<file path="src/rtl/find_collector_if.sv">
// Bus between the find cores / downstream consumer and find_collector.
// master drives the core results and handshake inputs; slave is the collector itself.
interface find_collector_if #(
    parameter int unsigned NUM_CORES = 4,
    parameter int unsigned IDX_WIDTH = 2,
    parameter int unsigned SEQ_WIDTH = 8,
    parameter int unsigned E_WIDTH   = 20
);
    logic [NUM_CORES*SEQ_WIDTH-1:0] i_seq;
    logic [NUM_CORES*E_WIDTH-1:0]   i_e;
    logic [NUM_CORES-1:0]           i_done;
    logic                           i_clear;
    logic                           i_ready;
    logic [SEQ_WIDTH-1:0]           o_seq;
    logic [E_WIDTH-1:0]             o_e;
    logic [IDX_WIDTH-1:0]           o_idx;
    logic                           o_valid;
    logic                           o_done;
    logic                           o_timeout;

    modport master (
        output i_seq, i_e, i_done, i_clear, i_ready,
        input  o_seq, o_e, o_idx, o_valid, o_done, o_timeout
    );

    modport slave (
        input  i_seq, i_e, i_done, i_clear, i_ready,
        output o_seq, o_e, o_idx, o_valid, o_done, o_timeout
    );
endinterface

</file>
<file path="src/rtl/find_collector.sv">
// Snapshots each find core's result on its done flag, serially scans for the minimum energy
// and presents the winner on a valid/ready handshake. FIND_COLLECTOR_TIMEOUT_EN enables a watchdog.
module find_collector #(
    parameter int unsigned NUM_CORES      = 4,
    parameter int unsigned IDX_WIDTH      = 2,
    parameter int unsigned SEQ_WIDTH      = 8,
    parameter int unsigned E_WIDTH        = 20,
    parameter int unsigned TIMEOUT_CYCLES = 1048576
) (
    input  logic               clk,
    input  logic               rst_n,
    find_collector_if.slave    bus
);
    localparam logic [1:0] ST_WAIT  = 2'd0;
    localparam logic [1:0] ST_SCAN  = 2'd1;
    localparam logic [1:0] ST_VALID = 2'd2;
    localparam logic [1:0] ST_DONE  = 2'd3;

    logic [1:0]           state_q, state_d;
    logic [NUM_CORES-1:0] captured_q;
    logic [SEQ_WIDTH-1:0] seq_slot_q [NUM_CORES];
    logic [E_WIDTH-1:0]   e_slot_q   [NUM_CORES];
    logic [IDX_WIDTH-1:0] scan_idx_q;
    logic [SEQ_WIDTH-1:0] best_seq_q;
    logic [E_WIDTH-1:0]   best_e_q;
    logic [IDX_WIDTH-1:0] best_idx_q;
    logic                 best_vld_q;
    logic                 timed_out_q;
    logic [SEQ_WIDTH-1:0] o_seq_q;
    logic [E_WIDTH-1:0]   o_e_q;
    logic [IDX_WIDTH-1:0] o_idx_q;
    logic                 o_valid_q, o_done_q, o_timeout_q;

    logic                 all_captured_c, last_idx_c, take_c, timeout_hit_c;
    logic [SEQ_WIDTH-1:0] cand_seq_c;
    logic [E_WIDTH-1:0]   cand_e_c;
    logic [IDX_WIDTH-1:0] cand_idx_c;

    assign all_captured_c = &captured_q;
    assign last_idx_c     = (scan_idx_q == IDX_WIDTH'(NUM_CORES - 1));

`ifdef FIND_COLLECTOR_TIMEOUT_EN
    localparam int unsigned TO_W = $clog2(TIMEOUT_CYCLES + 1);
    logic [TO_W-1:0] to_cnt_q;

    assign timeout_hit_c = (state_q == ST_WAIT) && !all_captured_c &&
                           (to_cnt_q == TO_W'(TIMEOUT_CYCLES - 1));

    // Watchdog counts WAIT cycles since reset or the last clear
    always_ff @(posedge clk or negedge rst_n) begin
        if (!rst_n) begin
            to_cnt_q <= '0;
        end else if (bus.i_clear) begin
            to_cnt_q <= '0;
        end else if (state_q == ST_WAIT && !timeout_hit_c) begin
            to_cnt_q <= to_cnt_q + TO_W'(1);
        end
    end
`else
    assign timeout_hit_c = 1'b0;
`endif

    // Scan candidate: uncaptured slots are skipped, ties keep the earlier index
    always_comb begin
        take_c     = 1'b0;
        cand_seq_c = best_seq_q;
        cand_e_c   = best_e_q;
        cand_idx_c = best_idx_q;
        if (captured_q[scan_idx_q] && (!best_vld_q || e_slot_q[scan_idx_q] < best_e_q)) begin
            take_c     = 1'b1;
            cand_seq_c = seq_slot_q[scan_idx_q];
            cand_e_c   = e_slot_q[scan_idx_q];
            cand_idx_c = scan_idx_q;
        end
    end

    always_ff @(posedge clk or negedge rst_n) begin
        if (!rst_n) state_q <= ST_WAIT;
        else        state_q <= state_d;
    end

    always_comb begin
        state_d = state_q;
        if (bus.i_clear) begin
            state_d = ST_WAIT;
        end else begin
            case (state_q)
                ST_WAIT: begin
                    if (all_captured_c)     state_d = ST_SCAN;
                    else if (timeout_hit_c) state_d = (|captured_q) ? ST_SCAN : ST_VALID;
                end
                ST_SCAN:  if (last_idx_c) state_d = ST_VALID;
                ST_VALID: if (bus.i_ready) state_d = ST_DONE;
                default:  state_d = state_q;
            endcase
        end
    end

    // Capture is only open in WAIT and closes at the watchdog edge
    always_ff @(posedge clk or negedge rst_n) begin
        if (!rst_n) begin
            captured_q <= '0;
            for (int k = 0; k < NUM_CORES; k++) begin
                seq_slot_q[k] <= '0;
                e_slot_q[k]   <= '0;
            end
        end else if (bus.i_clear) begin
            captured_q <= '0;
        end else if (state_q == ST_WAIT && !timeout_hit_c) begin
            for (int k = 0; k < NUM_CORES; k++) begin
                if (bus.i_done[k] && !captured_q[k]) begin
                    captured_q[k] <= 1'b1;
                    seq_slot_q[k] <= bus.i_seq[k*SEQ_WIDTH +: SEQ_WIDTH];
                    e_slot_q[k]   <= bus.i_e[k*E_WIDTH +: E_WIDTH];
                end
            end
        end
    end

    always_ff @(posedge clk or negedge rst_n) begin
        if (!rst_n) begin
            scan_idx_q  <= '0;
            best_seq_q  <= '0;
            best_e_q    <= '0;
            best_idx_q  <= '0;
            best_vld_q  <= 1'b0;
            timed_out_q <= 1'b0;
            o_seq_q     <= '0;
            o_e_q       <= '0;
            o_idx_q     <= '0;
            o_valid_q   <= 1'b0;
            o_done_q    <= 1'b0;
            o_timeout_q <= 1'b0;
        end else if (bus.i_clear) begin
            scan_idx_q  <= '0;
            best_vld_q  <= 1'b0;
            timed_out_q <= 1'b0;
            o_seq_q     <= '0;
            o_e_q       <= '0;
            o_idx_q     <= '0;
            o_valid_q   <= 1'b0;
            o_done_q    <= 1'b0;
            o_timeout_q <= 1'b0;
        end else begin
            case (state_q)
                ST_WAIT: begin
                    scan_idx_q <= '0;
                    best_vld_q <= 1'b0;
                    if (timeout_hit_c) begin
                        timed_out_q <= 1'b1;
                        // Nothing captured: report the empty result directly
                        if (!(|captured_q)) begin
                            o_seq_q     <= '0;
                            o_e_q       <= '1;
                            o_idx_q     <= '0;
                            o_valid_q   <= 1'b1;
                            o_timeout_q <= 1'b1;
                        end
                    end
                end
                ST_SCAN: begin
                    best_seq_q <= cand_seq_c;
                    best_e_q   <= cand_e_c;
                    best_idx_q <= cand_idx_c;
                    best_vld_q <= best_vld_q | take_c;
                    scan_idx_q <= scan_idx_q + IDX_WIDTH'(1);
                    if (last_idx_c) begin
                        o_seq_q     <= cand_seq_c;
                        o_e_q       <= cand_e_c;
                        o_idx_q     <= cand_idx_c;
                        o_valid_q   <= 1'b1;
                        o_timeout_q <= timed_out_q;
                    end
                end
                ST_VALID: begin
                    if (bus.i_ready) begin
                        o_valid_q <= 1'b0;
                        o_done_q  <= 1'b1;
                    end
                end
                default: ;
            endcase
        end
    end

    assign bus.o_seq     = o_seq_q;
    assign bus.o_e       = o_e_q;
    assign bus.o_idx     = o_idx_q;
    assign bus.o_valid   = o_valid_q;
    assign bus.o_done    = o_done_q;
    assign bus.o_timeout = o_timeout_q;
endmodule
</file>
<file path="src/flat_wrapper.sv">
// flat-port wrapper written by rule: the top's interface ports become plain ports
module find_collector_flat 
#(
    parameter int unsigned NUM_CORES      = 4,
    parameter int unsigned IDX_WIDTH      = 2,
    parameter int unsigned SEQ_WIDTH      = 8,
    parameter int unsigned E_WIDTH        = 20,
    parameter int unsigned TIMEOUT_CYCLES = 1048576
)
  (clk, rst_n, bus_i_seq, bus_i_e, bus_i_done, bus_i_clear, bus_i_ready, bus_o_seq, bus_o_e, bus_o_idx, bus_o_valid, bus_o_done, bus_o_timeout);
  find_collector_if #(.NUM_CORES(NUM_CORES), .IDX_WIDTH(IDX_WIDTH), .SEQ_WIDTH(SEQ_WIDTH), .E_WIDTH(E_WIDTH)) bus_i ();
  input  logic clk;
  input  logic rst_n;
  input wire logic [$bits(bus_i.i_seq)-1:0] bus_i_seq;
  input wire logic [$bits(bus_i.i_e)-1:0] bus_i_e;
  input wire logic [$bits(bus_i.i_done)-1:0] bus_i_done;
  input wire logic [$bits(bus_i.i_clear)-1:0] bus_i_clear;
  input wire logic [$bits(bus_i.i_ready)-1:0] bus_i_ready;
  output wire logic [$bits(bus_i.o_seq)-1:0] bus_o_seq;
  output wire logic [$bits(bus_i.o_e)-1:0] bus_o_e;
  output wire logic [$bits(bus_i.o_idx)-1:0] bus_o_idx;
  output wire logic [$bits(bus_i.o_valid)-1:0] bus_o_valid;
  output wire logic [$bits(bus_i.o_done)-1:0] bus_o_done;
  output wire logic [$bits(bus_i.o_timeout)-1:0] bus_o_timeout;
  assign bus_i.i_seq = bus_i_seq;
  assign bus_i.i_e = bus_i_e;
  assign bus_i.i_done = bus_i_done;
  assign bus_i.i_clear = bus_i_clear;
  assign bus_i.i_ready = bus_i_ready;
  assign bus_o_seq = bus_i.o_seq;
  assign bus_o_e = bus_i.o_e;
  assign bus_o_idx = bus_i.o_idx;
  assign bus_o_valid = bus_i.o_valid;
  assign bus_o_done = bus_i.o_done;
  assign bus_o_timeout = bus_i.o_timeout;
  find_collector #(.NUM_CORES(NUM_CORES), .IDX_WIDTH(IDX_WIDTH), .SEQ_WIDTH(SEQ_WIDTH), .E_WIDTH(E_WIDTH), .TIMEOUT_CYCLES(TIMEOUT_CYCLES)) u_core (.clk(clk), .rst_n(rst_n), .bus(bus_i));
endmodule
</file>
<file path="config.mk">
export PLATFORM = sky130hd
export DESIGN_NAME = find_collector_flat
export DESIGN_NICKNAME = d
export VERILOG_FILES = /design/src/rtl/find_collector_if.sv /design/src/rtl/find_collector.sv /design/src/flat_wrapper.sv
export SDC_FILE = /design/constraint.sdc
export NUM_CORES = 1
export LEC_CHECK = 0
export BUFFER_PORTS_ARGS = -buffer_cell sky130_fd_sc_hd__buf_2
export CAP_MARGIN = 40
export CORE_MARGIN = 2
export CORE_UTILIZATION = 25
export DETAILED_ROUTE_END_ITERATION = 10
export PLACE_DENSITY_LB_ADDON = 0.15
export SLEW_MARGIN = 30
export SYNTH_ARGS = -nofsm -noshare
export SYNTH_HDL_FRONTEND = slang
export SYNTH_SLANG_ARGS = --single-unit
</file>
<file path="constraint.sdc">
create_clock -name clk -period 3.3 [get_ports clk]
set_input_delay 0.66 -clock clk [delete_from_list [all_inputs] [get_ports clk]]
set_output_delay 0.66 -clock clk [all_outputs]
set_load 0.005 [all_outputs]
</file>
Yosys cells after proc, flatten, opt, wreduce, memory -nomap -nowiden

Cells that the tools add are included.

Reduce and logical (&&, ||, !) cells: 38
Magnitude comparators: 3
Add/subtract/negate cells: 1
Equal/unequal tests: 6
Bitwise operators: 3
Mux-type cells: 46

Operators with widths:

| kind               | number |
|---|---|
| $mux 20            | 6 |
| $mux 8             | 6 |
| $bmux 20 s2        | 1 |
| $lt 20x20->1       | 1 |
| $mux 2             | 9 |
| $reduce_bool 2->1  | 9 |
| $bmux 8 s2         | 1 |
| $mux 1             | 16 |
| $reduce_and 3->1   | 5 |
| $reduce_and 2->1   | 7 |
| $mux 4             | 2 |
| $reduce_and 4->1   | 2 |
| $ne 3x2->1 const B | 2 |
| $pmux 2 s3         | 1 |
| $reduce_bool 3->1  | 2 |
| $logic_and 1x1->1  | 5 |
| $logic_not 1->1    | 5 |
| $eq 2x2->1 const B | 2 |
| $pmux 1 s2         | 2 |
| $pmux 2 s2         | 1 |
| $reduce_bool 4->1  | 1 |
| $ge 3x3->1 const B | 1 |
| $lt 2x3->1 const B | 1 |
| $ne 3x3->1 const B | 1 |
| other kinds (8)    | 8 |

Output and inout port bits: 33
Bits in registers: 184

Logic depth before layout (Yosys ltp)

Gate-level depths: netlist (run 1).

Depth after elaboration: 11
Depth in mapped cells: 11
Mapped depth without buffers: 8

Worst setup path after synthesis (run 1)

OpenSTA, ideal clock, no wires.

Path type: reg2reg
From: register u_core.scan_idx_q[0]
To: register u_core.o_e_q[0] (netlist: u_core.bus.o_e[0])
Cell stages (with the launch flop): 12
Path slack: 0.159 ns
Data arrival time: 3.015 ns
Cell sequence: dfrtp_1 buf_2 buf_2 mux4_2 ha_1 nand4_1 nor4_1 o311ai_2 o211ai_2 a21boi_1 buf_2 a221o_1

Longest elaborated chain between the ends: 11
Elaborated cells between the ends (all ways): 16
Those cells by class: order compare (1); eq/ne (1); mux (9); bitwise (1); reduce/logical (4)

Ends and longest elaborated chain:

| what                                       | RTL line                                   | source |
|---|---|---|
| start, declared                            | find_collector.sv:23                       | `logic [IDX_WIDTH-1:0] scan_idx_q;` |
| start signal, assigned                     | find_collector.sv:166                      | `scan_idx_q <= scan_idx_q + IDX_WIDTH'(1);` |
| $not 2->3 (implied by the code)            | find_collector.sv:69, find_collector.sv:72 |  |
| $bmux 20 s2                                | find_collector.sv:69, find_collector.sv:72 |  |
| $mux 20 (implied by the code) (2 in a row) | find_collector.sv:69, find_collector.sv:72 |  |
| $lt 20x20->1                               | find_collector.sv:69                       | `if (captured_q[scan_idx_q] && (!best_vld_q \|\| e_slot_q[scan_idx_q] < best_e_q)) begin` |
| $logic_or 1x1->1                           | find_collector.sv:69                       |  |
| $logic_and 1x1->1                          | find_collector.sv:69                       |  |
| $mux 20                                    | find_collector.sv:69                       |  |
| $mux 20                                    | find_collector.sv:167                      | `if (last_idx_c) begin` |
| $mux 20                                    | find_collector.sv:145                      | `case (state_q)` |
| $mux 20                                    | find_collector.sv:134                      | `end else if (bus.i_clear) begin` |
| end signal, assigned                       | find_collector.sv:169                      | `o_e_q <= cand_e_c;` |
| end, declared                              | find_collector.sv:30                       | `logic [E_WIDTH-1:0] o_e_q;` |

Several ways; a longest one is shown, not always the timed one. The select of a mux whose other input is x is not followed.
A chain may end at the register's enable or synchronous reset.

Worst setup path in the final report (run 1)

From: register u_core.scan_idx_q[0]
To: register u_core.o_e_q[15] (netlist: u_core.bus.o_e[15])

The elaborated chain is that of the path after synthesis.

==> results of run 1 <==
[layout make-up]
cell class / instances / area (um2) / share of cell area
flip-flops and latches: 183 / 4580 / 0.436
multi-input cells: 332 / 3550 / 0.338
repair buffers: 189 / 1140 / 0.108
well taps: 442 / 553 / 0.0526
clock buffers: 18 / 429 / 0.0408
clock inverters: 14 / 160 / 0.0152
inverters: 25 / 93.8 / 0.00893
[where the power goes]
part / internal, W / leakage [nW] / total, W / switching, W
Sequential: 0.00316 / 2.26 / 0.00366 / 0.000497
Combinational: 0.00177 / 2.29 / 0.00325 / 0.00149
Clock: 0.00114 / 0.287 / 0.00207 / 0.000930
[worst register-to-register path: cells and delay by family, from the launching register on]
| family | cells | cell delay, ps |
|---|---|---|
| mux | 1 | 530 |
| fa+ha+maj | 1 | 320 |
| buf+inv | 3 | 500 |
| flops | 1 | 400 |
| compound gates | 4 | 1080 |
| simple gates | 1 | 200 |
[per-stage QoR]
step	utilization	setup WS, ps	power (W)	std cells	setup TNS (ps)
after floorplan	-	159	0.00586	575	0
after global placement	0.300	-61.7	0.00684	1160	-1750
after detailed placement	0.302	-87.3	0.00696	1162	-1210
after CTS	0.320	47.1	0.00908	1196	0
after global routing	0.322	2.52	0.00963	1203	0
final	0.322	152	0.00898	1203	0
[flip-flops by register name, summed over array words and instances (netlist names)]
name	cells
u_core.bus.o_seq	8
u_core.bus.o_done	1
u_core.bus.o_valid	1
u_core.best_idx_q	2
u_core.best_vld_q	1
u_core.captured_q	4
u_core.state_q	2
u_core.best_seq_q	8
u_core.scan_idx_q	2
u_core.seq_slot_q	32
u_core.bus.o_idx	2
u_core.bus.o_e	20
u_core.best_e_q	20
u_core.e_slot_q	80
[path summary, 6_finish.rpt]
kind,from,endpoint,slack (ps),depth (start not counted)
setup / recovery,u_core.scan_idx_q[0]$_DFFE_PN0P_,u_core.bus.o_e[15]$_DFFE_PN0P_,150,10
hold / removal,rst_n,u_core.seq_slot_q[20]$_DFFE_PN0P_,240,1
setup reg to reg,u_core.scan_idx_q[0]$_DFFE_PN0P_,u_core.bus.o_e[15]$_DFFE_PN0P_,150,10
hold reg to reg,u_core.best_idx_q[0]$_DFFE_PN0P_,u_core.best_idx_q[0]$_DFFE_PN0P_,480,1
max in group asynchronous,rst_n,u_core.e_slot_q[24]$_DFFE_PN0P_,2160,2
min in group clk,bus_i_e[52],u_core.e_slot_q[32]$_DFFE_PN0P_,450,2
[kinds of logic after synthesis]
kind of cell	count (synthesis)	synth area share
fa+ha+maj	23	0.0346
simple gates	72	0.0477
buf+inv	60	0.0314
mux	174	0.274
other cells	1	0.000451
flops	183	0.550
compound gates	62	0.0611
[metal layers]
layer / share of wire / track usage / vias to the layer above
met4: 0.011 / 0.0378 / 0
met3: 0.042 / 0.0333 / 16
li1: - / - / 2494
met2: 0.48 / 0.217 / 110
met1: 0.47 / 0.186 / 2795
met5: 0 / 0 / -
[synth_stat cells, drive strengths merged, types with 2 or more instances]
library cell / instances / share of area
dfrtp: 183 / 0.55
mux2: 143 / 0.19
a221o: 30 / 0.036
and3: 30 / 0.023
mux4: 29 / 0.078
inv: 25 / 0.011
ha: 23 / 0.035
clkbuf: 21 / 0.0095
a21oi: 17 / 0.011
buf: 14 / 0.011
nor2: 14 / 0.0063
nand2: 11 / 0.0050
nor3: 6 / 0.0054
nand4: 5 / 0.0038
o21ai: 5 / 0.0030
nand2b: 3 / 0.0023
mux2i: 2 / 0.0024
o211ai: 2 / 0.0024
[timing repair]
action | CTS | global route
buffers inserted | 2 | 7
pin swaps | 1 | 4
gates resized for setup | 1 | 1
endpoints found under the setup margin | 23 | 60
==> results.json, run 1 <==
{
  "wirelength_um": 22900,
  "period_needed_ps": 3150,
  "rsz0062_at_grt": "false",
  "critPathBufInv": 3,
  "antenna-diode-count": 0,
  "worstPathCellList": "buf_12 > buf_4 > mux4_2 > ha_1 > nand4_1 > o221a_2 > o211ai_4 > a21boi_4 > buf_16 > a221o_1",
  "nets": 891,
  "grt_max_degree": 76,
  "grt_antenna_before_repair": 0,
  "num_vias": 5415,
  "cpPeakStageDelay_ps": 530,
  "leakage_nw": 4.85,
  "final_common_cell": "dfrtp_1",
  "finClkSkew_ps": 13.7,
  "core_area_um2": 32600,
  "dp_hpwl_um": 16900,
  "die_area_um2": 34800,
  "clock.fmax_mhz": 318,
  "rows": 66,
  "drive_gt1_frac": 0.503,
  "cap_viol_max_count": 0,
  "die-height_um": 186,
  "avgSynthCellArea_um2": 14.5,
  "root_buffer": "clkbuf_16",
  "fillers": 3243,
  "relSlewSlack": 0.565,
  "wl_per_cell_um": 19.0,
  "via_per_inst": 4.50,
  "ir_drop_mv": 0.377,
  "min_path_type": "primary input to asynchronous set/reset pin",
  "synthCells": 575,
  "fin_crit_sh": 0.954,
  "synth-edff-count": 0,
  "grt_use_total": 0.137,
  "hold_buffers": 0,
  "start_util": 0.255,
  "status": "finished clean",
  "final_max_slew_viol_count": 0,
  "synth_area_um2": 8320,
  "synth_cell_types": 37,
  "clk_path_buf_depth": 2,
  "clkTransAtPathRegs_ps": 70,
  "die_w_um": 186,
  "cp_slowest_cell": "mux4_2",
  "grt_pass1_wl_um": 36100,
  "mostFrequentLayoutCells": "dfrtp_1, buf_2, mux2_2",
  "setup_viol": 0,
  "drc_errors": 0,
  "required_ps": 3620,
  "crit_arrival_ps": 3470,
  "htree_levels": 4,
  "synth_fp_nets": 718,
  "overflow": 0,
  "placed_area_um2": 9840,
  "grt_pass1_vias": 5918,
  "cts_tree": "built",
  "async_reset_ff_frac": 1.00,
  "cp_top_family": "compound AO/OA/AOI/OAI gates",
  "whs_ps": 242,
  "place.gp.congestion": 0.707,
  "tightestPinTransition_ps": 652,
  "clock_sinks": 183,
  "drtAntennaViolNets": 0,
  "crit_path_end_kind": "flip-flop",
  "synth-seq-cells": 183,
  "design_area_um2": 10500,
  "finalHoldViolations": 0,
  "power_density_nw_per_um2": 854,
  "synth.yosys.seq_area_share": 0.550,
  "first_iter_violations": 240,
  "insertion_delay_ps": 440,
  "cp_max_fo": 17,
  "syn_to_final_growth_pct": 26.3,
  "first_pass_iters": 4,
  "io_buffers": 151,
  "path_class": "flip-flop to flip-flop",
  "yosys_warnings": 0,
  "cts_buffers": 17,
  "io_pins": 153,
  "synth_ff_type": "dfrtp_1",
  "critPathLaunchType": "flip-flop"
}
Note: power is estimated with default switching activity, not from simulation.
==> inputs of run 2 (changes only) <==
- BUFFER_PORTS_ARGS: -buffer_cell sky130_fd_sc_hd__buf_2 -> -buffer_cell sky130_fd_sc_hd__buf_4
==> run 2 against run 1 <==
Fmax is 2.3% lower. Sequential power barely moved. Hold slack lost 11 ps. Non-clock buffer count down 1. Final cell count shrank 0.17%. Die area unchanged. Combinational power rose by 10%. Core utilization increased by 1.8 points. First-iteration DRC count fell by 3.3%. Clock power rose by 8%. Critical endpoint is now u_core.bus.o_e[14]$_DFFE_PN0P_.
==> results.json, run 2 (synthesis gave the netlist of run 1 again) <==
{
  "critPathBufInv": 4,
  "io_buffers": 151,
  "fillers": 3185,
  "rsz0062_at_grt": "true",
  "dpl_worst_slack_ps": -38.8,
  "grt_use_total": 0.139,
  "cts_buffers": 17,
  "period_needed_ps": 3220,
  "cp_max_fo": 13,
  "cp_slowest_cell": "mux4_2",
  "wl_per_cell_um": 19.4,
  "top_regs": "u_core.e_slot_q (80), u_core.seq_slot_q (32)",
  "io_pins": 153,
  "drtAntennaViolNets": 0,
  "power_density_nw_per_um2": 853,
  "core_area_um2": 32600,
  "first_iter_violations": 232,
  "worst_slack_ps": 79.2,
  "critPathLaunchType": "flip-flop",
  "min_path_type": "primary input to asynchronous set/reset pin",
  "die_area_um2": 34800,
  "fin_crit_sh": 0.976,
  "start_util": 0.255,
  "cts_tree": "built",
  "finClkSkew_ps": 14.1,
  "clk_path_buf_depth": 2,
  "crit_path_end_kind": "flip-flop",
  "setup_viol": 0,
  "drc_errors": 0,
  "drive_gt1_frac": 0.516,
  "placed_area_um2": 10200,
  "cap_viol_max_count": 0,
  "root_buffer": "clkbuf_16",
  "wirelength_um": 23300,
  "htree_levels": 4,
  "final_common_cell": "dfrtp_1",
  "via_per_inst": 4.53,
  "clock_sinks": 183,
  "first_pass_iters": 4,
  "die_w_um": 186,
  "insertion_delay_ps": 430,
  "mostFrequentLayoutCells": "dfrtp_1, buf_4, mux2_2",
  "grt_antenna_before_repair": 0,
  "hold_buffers": 0,
  "grt_pass1_wl_um": 36900,
  "dp_hpwl_um": 16400,
  "num_vias": 5444,
  "worstPathCellList": "buf_12 > buf_4 > mux4_2 > ha_4 > nand4_1 > nor4_2 > buf_4 > o311ai_4 > o211ai_4 > a21boi_4 > buf_12 > a221o_1",
  "path_class": "flip-flop to flip-flop",
  "required_ps": 3610,
  "grt_max_degree": 75,
  "nets": 890,
  "regArea_um2": 4580,
  "design_area_um2": 11100,
  "setup_tns_ps": 0,
  "antenna-diode-count": 0,
  "clkTransAtPathRegs_ps": 70,
  "relSlewSlack": 0.575,
  "cp_top_family": "compound AO/OA/AOI/OAI gates",
  "setup.worst_path.start": "u_core.scan_idx_q[0]$_DFFE_PN0P_",
  "fin_util": 0.341,
  "crit_arrival_ps": 3530,
  "grt_pass1_vias": 6128,
  "status": "finished clean",
  "cpPeakStageDelay_ps": 580,
  "multi_input_area_um2": 3660,
  "tightestPinTransition_ps": 638,
  "regMostFlops": "u_core.e_slot_q",
  "leakage_nw": 4.99,
  "final_max_slew_viol_count": 0,
  "place.gp.congestion": 0.732,
  "clock.fmax_mhz": 310,
  "die-height_um": 186,
  "r2r_start": "u_core.scan_idx_q[0]$_DFFE_PN0P_",
  "rows": 66,
  "largest_register_ffs": 80,
  "overflow": 0,
  "finalHoldViolations": 0,
  "syn_to_final_growth_pct": 33.6,
  "ir_drop_mv": 0.374
}
-- run 2: timing repair --
item                                   in CTS  in global routing
endpoints found under the hold margin       0                  0
resized for setup                           1                 14
pin swaps                                   0                  7
setup endpoints to repair                  60                 60
buffers inserted                            2                  7
-- run 2: per-stage QoR --
stage | std cells | hold slack, ps | total power [W]
detailed placement | 1161 | 470 | 0.00705
CTS | 1194 | 273 | 0.00937
global placement | 1160 | 461 | 0.00693
finish | 1201 | 232 | 0.00948
floorplan | 575 | 364 | 0.00586
global route | 1201 | 271 | 0.0102
-- run 2: cell type report --
type,instances,share of cell area
clock inverters,12,0.0169
flip-flops and latches,183,0.412
clock buffers,19,0.0408
repair buffers,188,0.142
inverters,25,0.00844
well taps,442,0.0498
multi-input cells,332,0.329
-- run 2: where the power goes --
group          total [W]  switching (W)  internal [W]
clock network    0.00224       0.000916       0.00132
logic            0.00358        0.00161       0.00196
registers        0.00366       0.000502       0.00316
total            0.00948        0.00303       0.00645
-- run 2: worst paths after layout --
path	endpoint	slack [ps]	depth (start not counted)
max	u_core.bus.o_e[14]$_DFFE_PN0P_	80	12
min	u_core.seq_slot_q[28]$_DFFE_PN0P_	230	1
max reg2reg	u_core.bus.o_e[14]$_DFFE_PN0P_	80	12
min reg2reg	u_core.best_idx_q[1]$_DFFE_PN0P_	490	1
max in group asynchronous	u_core.e_slot_q[30]$_DFFE_PN0P_	2210	2
min in group clk	u_core.e_slot_q[37]$_DFFE_PN0P_	450	2
-- run 2: per-layer routing --
metal,track usage,share of wire
met1,0.182,0.46
met2,0.228,0.49
met3,0.0365,0.040
met4,0.0372,0.0081
met5,0,0
==> inputs of run 3 (changes only) <==
- BUFFER_PORTS_ARGS: -buffer_cell sky130_fd_sc_hd__buf_4 -> unset
- CORE_ASPECT_RATIO: unset -> 0.9
- DONT_BUFFER_PORTS: unset -> 1
==> run 3 against run 2 <==
The flow now finishes with violations (negative hold slack). Core utilization down 3.7 points. Routed wire length increased by 1.0%. Hold slack lost 300 ps. Clock skew shrank 3.9 ps. Critical path type unchanged. Count of clock-buffer cells in the layout decreased by 1. Largest cell class unchanged. Final cell count down 13%. Power is 2.0% lower. Sequential power about the same. Critical path depth up 1.
==> results.json, run 3 (synthesis gave the netlist of run 1 again) <==
{
  "regMostFlops": "u_core.e_slot_q",
  "largest_register_ffs": 80,
  "cts_tree": "built",
  "whs_ps": -72.3,
  "top_regs": "u_core.e_slot_q (80), u_core.seq_slot_q (32)",
  "clkTransAtPathRegs_ps": 70,
  "drtAntennaViolNets": 0,
  "r2r_start": "u_core.scan_idx_q[0]$_DFFE_PN0P_",
  "violations": "negative hold slack",
  "root_buffer": "clkbuf_16",
  "htree_levels": 4,
  "wirelength_um": 23600,
  "crit_arrival_ps": 3560,
  "worst_slack_ps": 51.1,
  "via_per_inst": 4.74,
  "syn_to_final_growth_pct": 20.1,
  "power_density_nw_per_um2": 929,
  "cp_max_fo": 12,
  "drc_errors": 0,
  "io_buffers": 0,
  "start_util": 0.253,
  "rrSetupSlack_ps": 50,
  "nets": 756,
  "rsz0062_at_grt": "true",
  "multi_input_area_um2": 3650,
  "grt_use_total": 0.139,
  "grt_pass1_wl_um": 35300,
  "cap_viol_max_count": 0,
  "setup_tns_ps": 0,
  "setup_viol": 0,
  "final_common_cell": "dfrtp_1",
  "grt_pass1_vias": 5488,
  "die-height_um": 177,
  "clock_sinks": 183,
  "die_area_um2": 34800,
  "setup.worst_path.start": "u_core.scan_idx_q[0]$_DFFE_PN0P_",
  "mostFrequentLayoutCells": "dfrtp_1, mux2_2, buf_4",
  "leakage_nw": 4.30,
  "regArea_um2": 4580,
  "core_area_um2": 32900,
  "finalHoldViolations": 183,
  "dp_hpwl_um": 16200,
  "finClkSkew_ps": 10.3,
  "first_pass_iters": 4,
  "insertion_delay_ps": 440,
  "path_class": "flip-flop to flip-flop",
  "final_max_slew_viol_count": 0,
  "status": "finished with violations",
  "overflow": 0,
  "fillers": 3231,
  "io_pins": 153,
  "cts_buffers": 17,
  "rows": 63,
  "clk_path_buf_depth": 2,
  "required_ps": 3620,
  "critPathLaunchType": "flip-flop",
  "die_w_um": 196,
  "clock.fmax_mhz": 308,
  "crit_path_end_kind": "flip-flop",
  "grt_antenna_before_repair": 3,
  "min_path_type": "primary input to asynchronous set/reset pin",
  "period_needed_ps": 3250,
  "first_iter_violations": 201,
  "fin_crit_sh": 0.985,
  "grt_max_degree": 184,
  "num_vias": 4972,
  "place.gp.congestion": 0.760,
  "ir_drop_mv": 0.366,
  "drive_gt1_frac": 0.417,
  "dpl_worst_slack_ps": -121,
  "wl_per_cell_um": 22.4
}
## run 3: cell count changes in the layout (fill, tap and decap cells not counted), sizes merged
cell / delta
bufinv: -3
clkinv: +8
diode: +2
inv: -3
buf: -136
clkbuf: +1
## run 3: metrics by stage
| stage | util | cell area (um2) | total power [W] | cells |
|---|---|---|---|---|
| floorplan | - | 8320 | 0.00586 | 575 |
| global placement | 0.276 | 9070 | 0.00691 | 999 |
| detailed placement | 0.277 | 9100 | 0.00704 | 1000 |
| CTS | 0.296 | 9730 | 0.00916 | 1035 |
| global route | 0.304 | 9990 | 0.00999 | 1049 |
| finish | 0.304 | 9990 | 0.00929 | 1050 |
## run 3: worst paths after layout
path | to | cells after the start
setup reg to reg | u_core.best_e_q[2]$_DFFE_PN0P_ | 13
hold reg to reg | u_core.best_idx_q[1]$_DFFE_PN0P_ | 1
setup / recovery | u_core.best_e_q[2]$_DFFE_PN0P_ | 13
min in group clk | u_core.bus.o_valid$_DFFE_PN0P_ | 1
hold / removal | u_core.e_slot_q[51]$_DFFE_PN0P_ | 0
max in group asynchronous | u_core.scan_idx_q[0]$_DFFE_PN0P_ | 0
## run 3: timing repair
action | in CTS | in global routing
gates resized for setup | 6 | 16
setup endpoints to repair | 47 | 60
cloned | 0 | 4
hold endpoints to repair | 183 | 183
buffers inserted | 3 | 9
pin swaps | 3 | 35
## run 3: routing by layer
layer | routed length, um | vias to the layer above | GRT usage
li1 | - | 2220 | -
met1 | 10700 | 2633 | 0.184
met2 | 11000 | 101 | 0.212
met3 | 1530 | 16 | 0.0539
met4 | 248 | 2 | 0.0350
met5 | 7 | - | 0
## run 3: area by class of cell
cell class / count / area share
clock inverters: 14 / 0.0128
inverters: 25 / 0.00939
clock buffers: 18 / 0.0440
flip-flops and latches: 183 / 0.459
diodes: 2 / 0.000501
repair buffers: 54 / 0.0565
multi-input cells: 332 / 0.366
well taps: 422 / 0.0528
## run 3: report_power, final
group	switching [W]	internal (W)	leakage, nW
clock	0.000942	0.00107	0.280
sequential	0.000510	0.00316	2.26
combinational	0.00159	0.00202	1.75
total	0.00304	0.00624	4.30
## run 3: critical path, cell delays in order, from the launching register on
cell	delay [ps]
dfrtp_2	490
buf_12	170
buf_12	110
mux4_2	520
ha_1	310
nand4_1	170
nor4_2	240
buf_4	160
o311ai_4	110
o211ai_4	140
buf_6	140
a21oi_4	60
buf_6	180
mux2_1	320
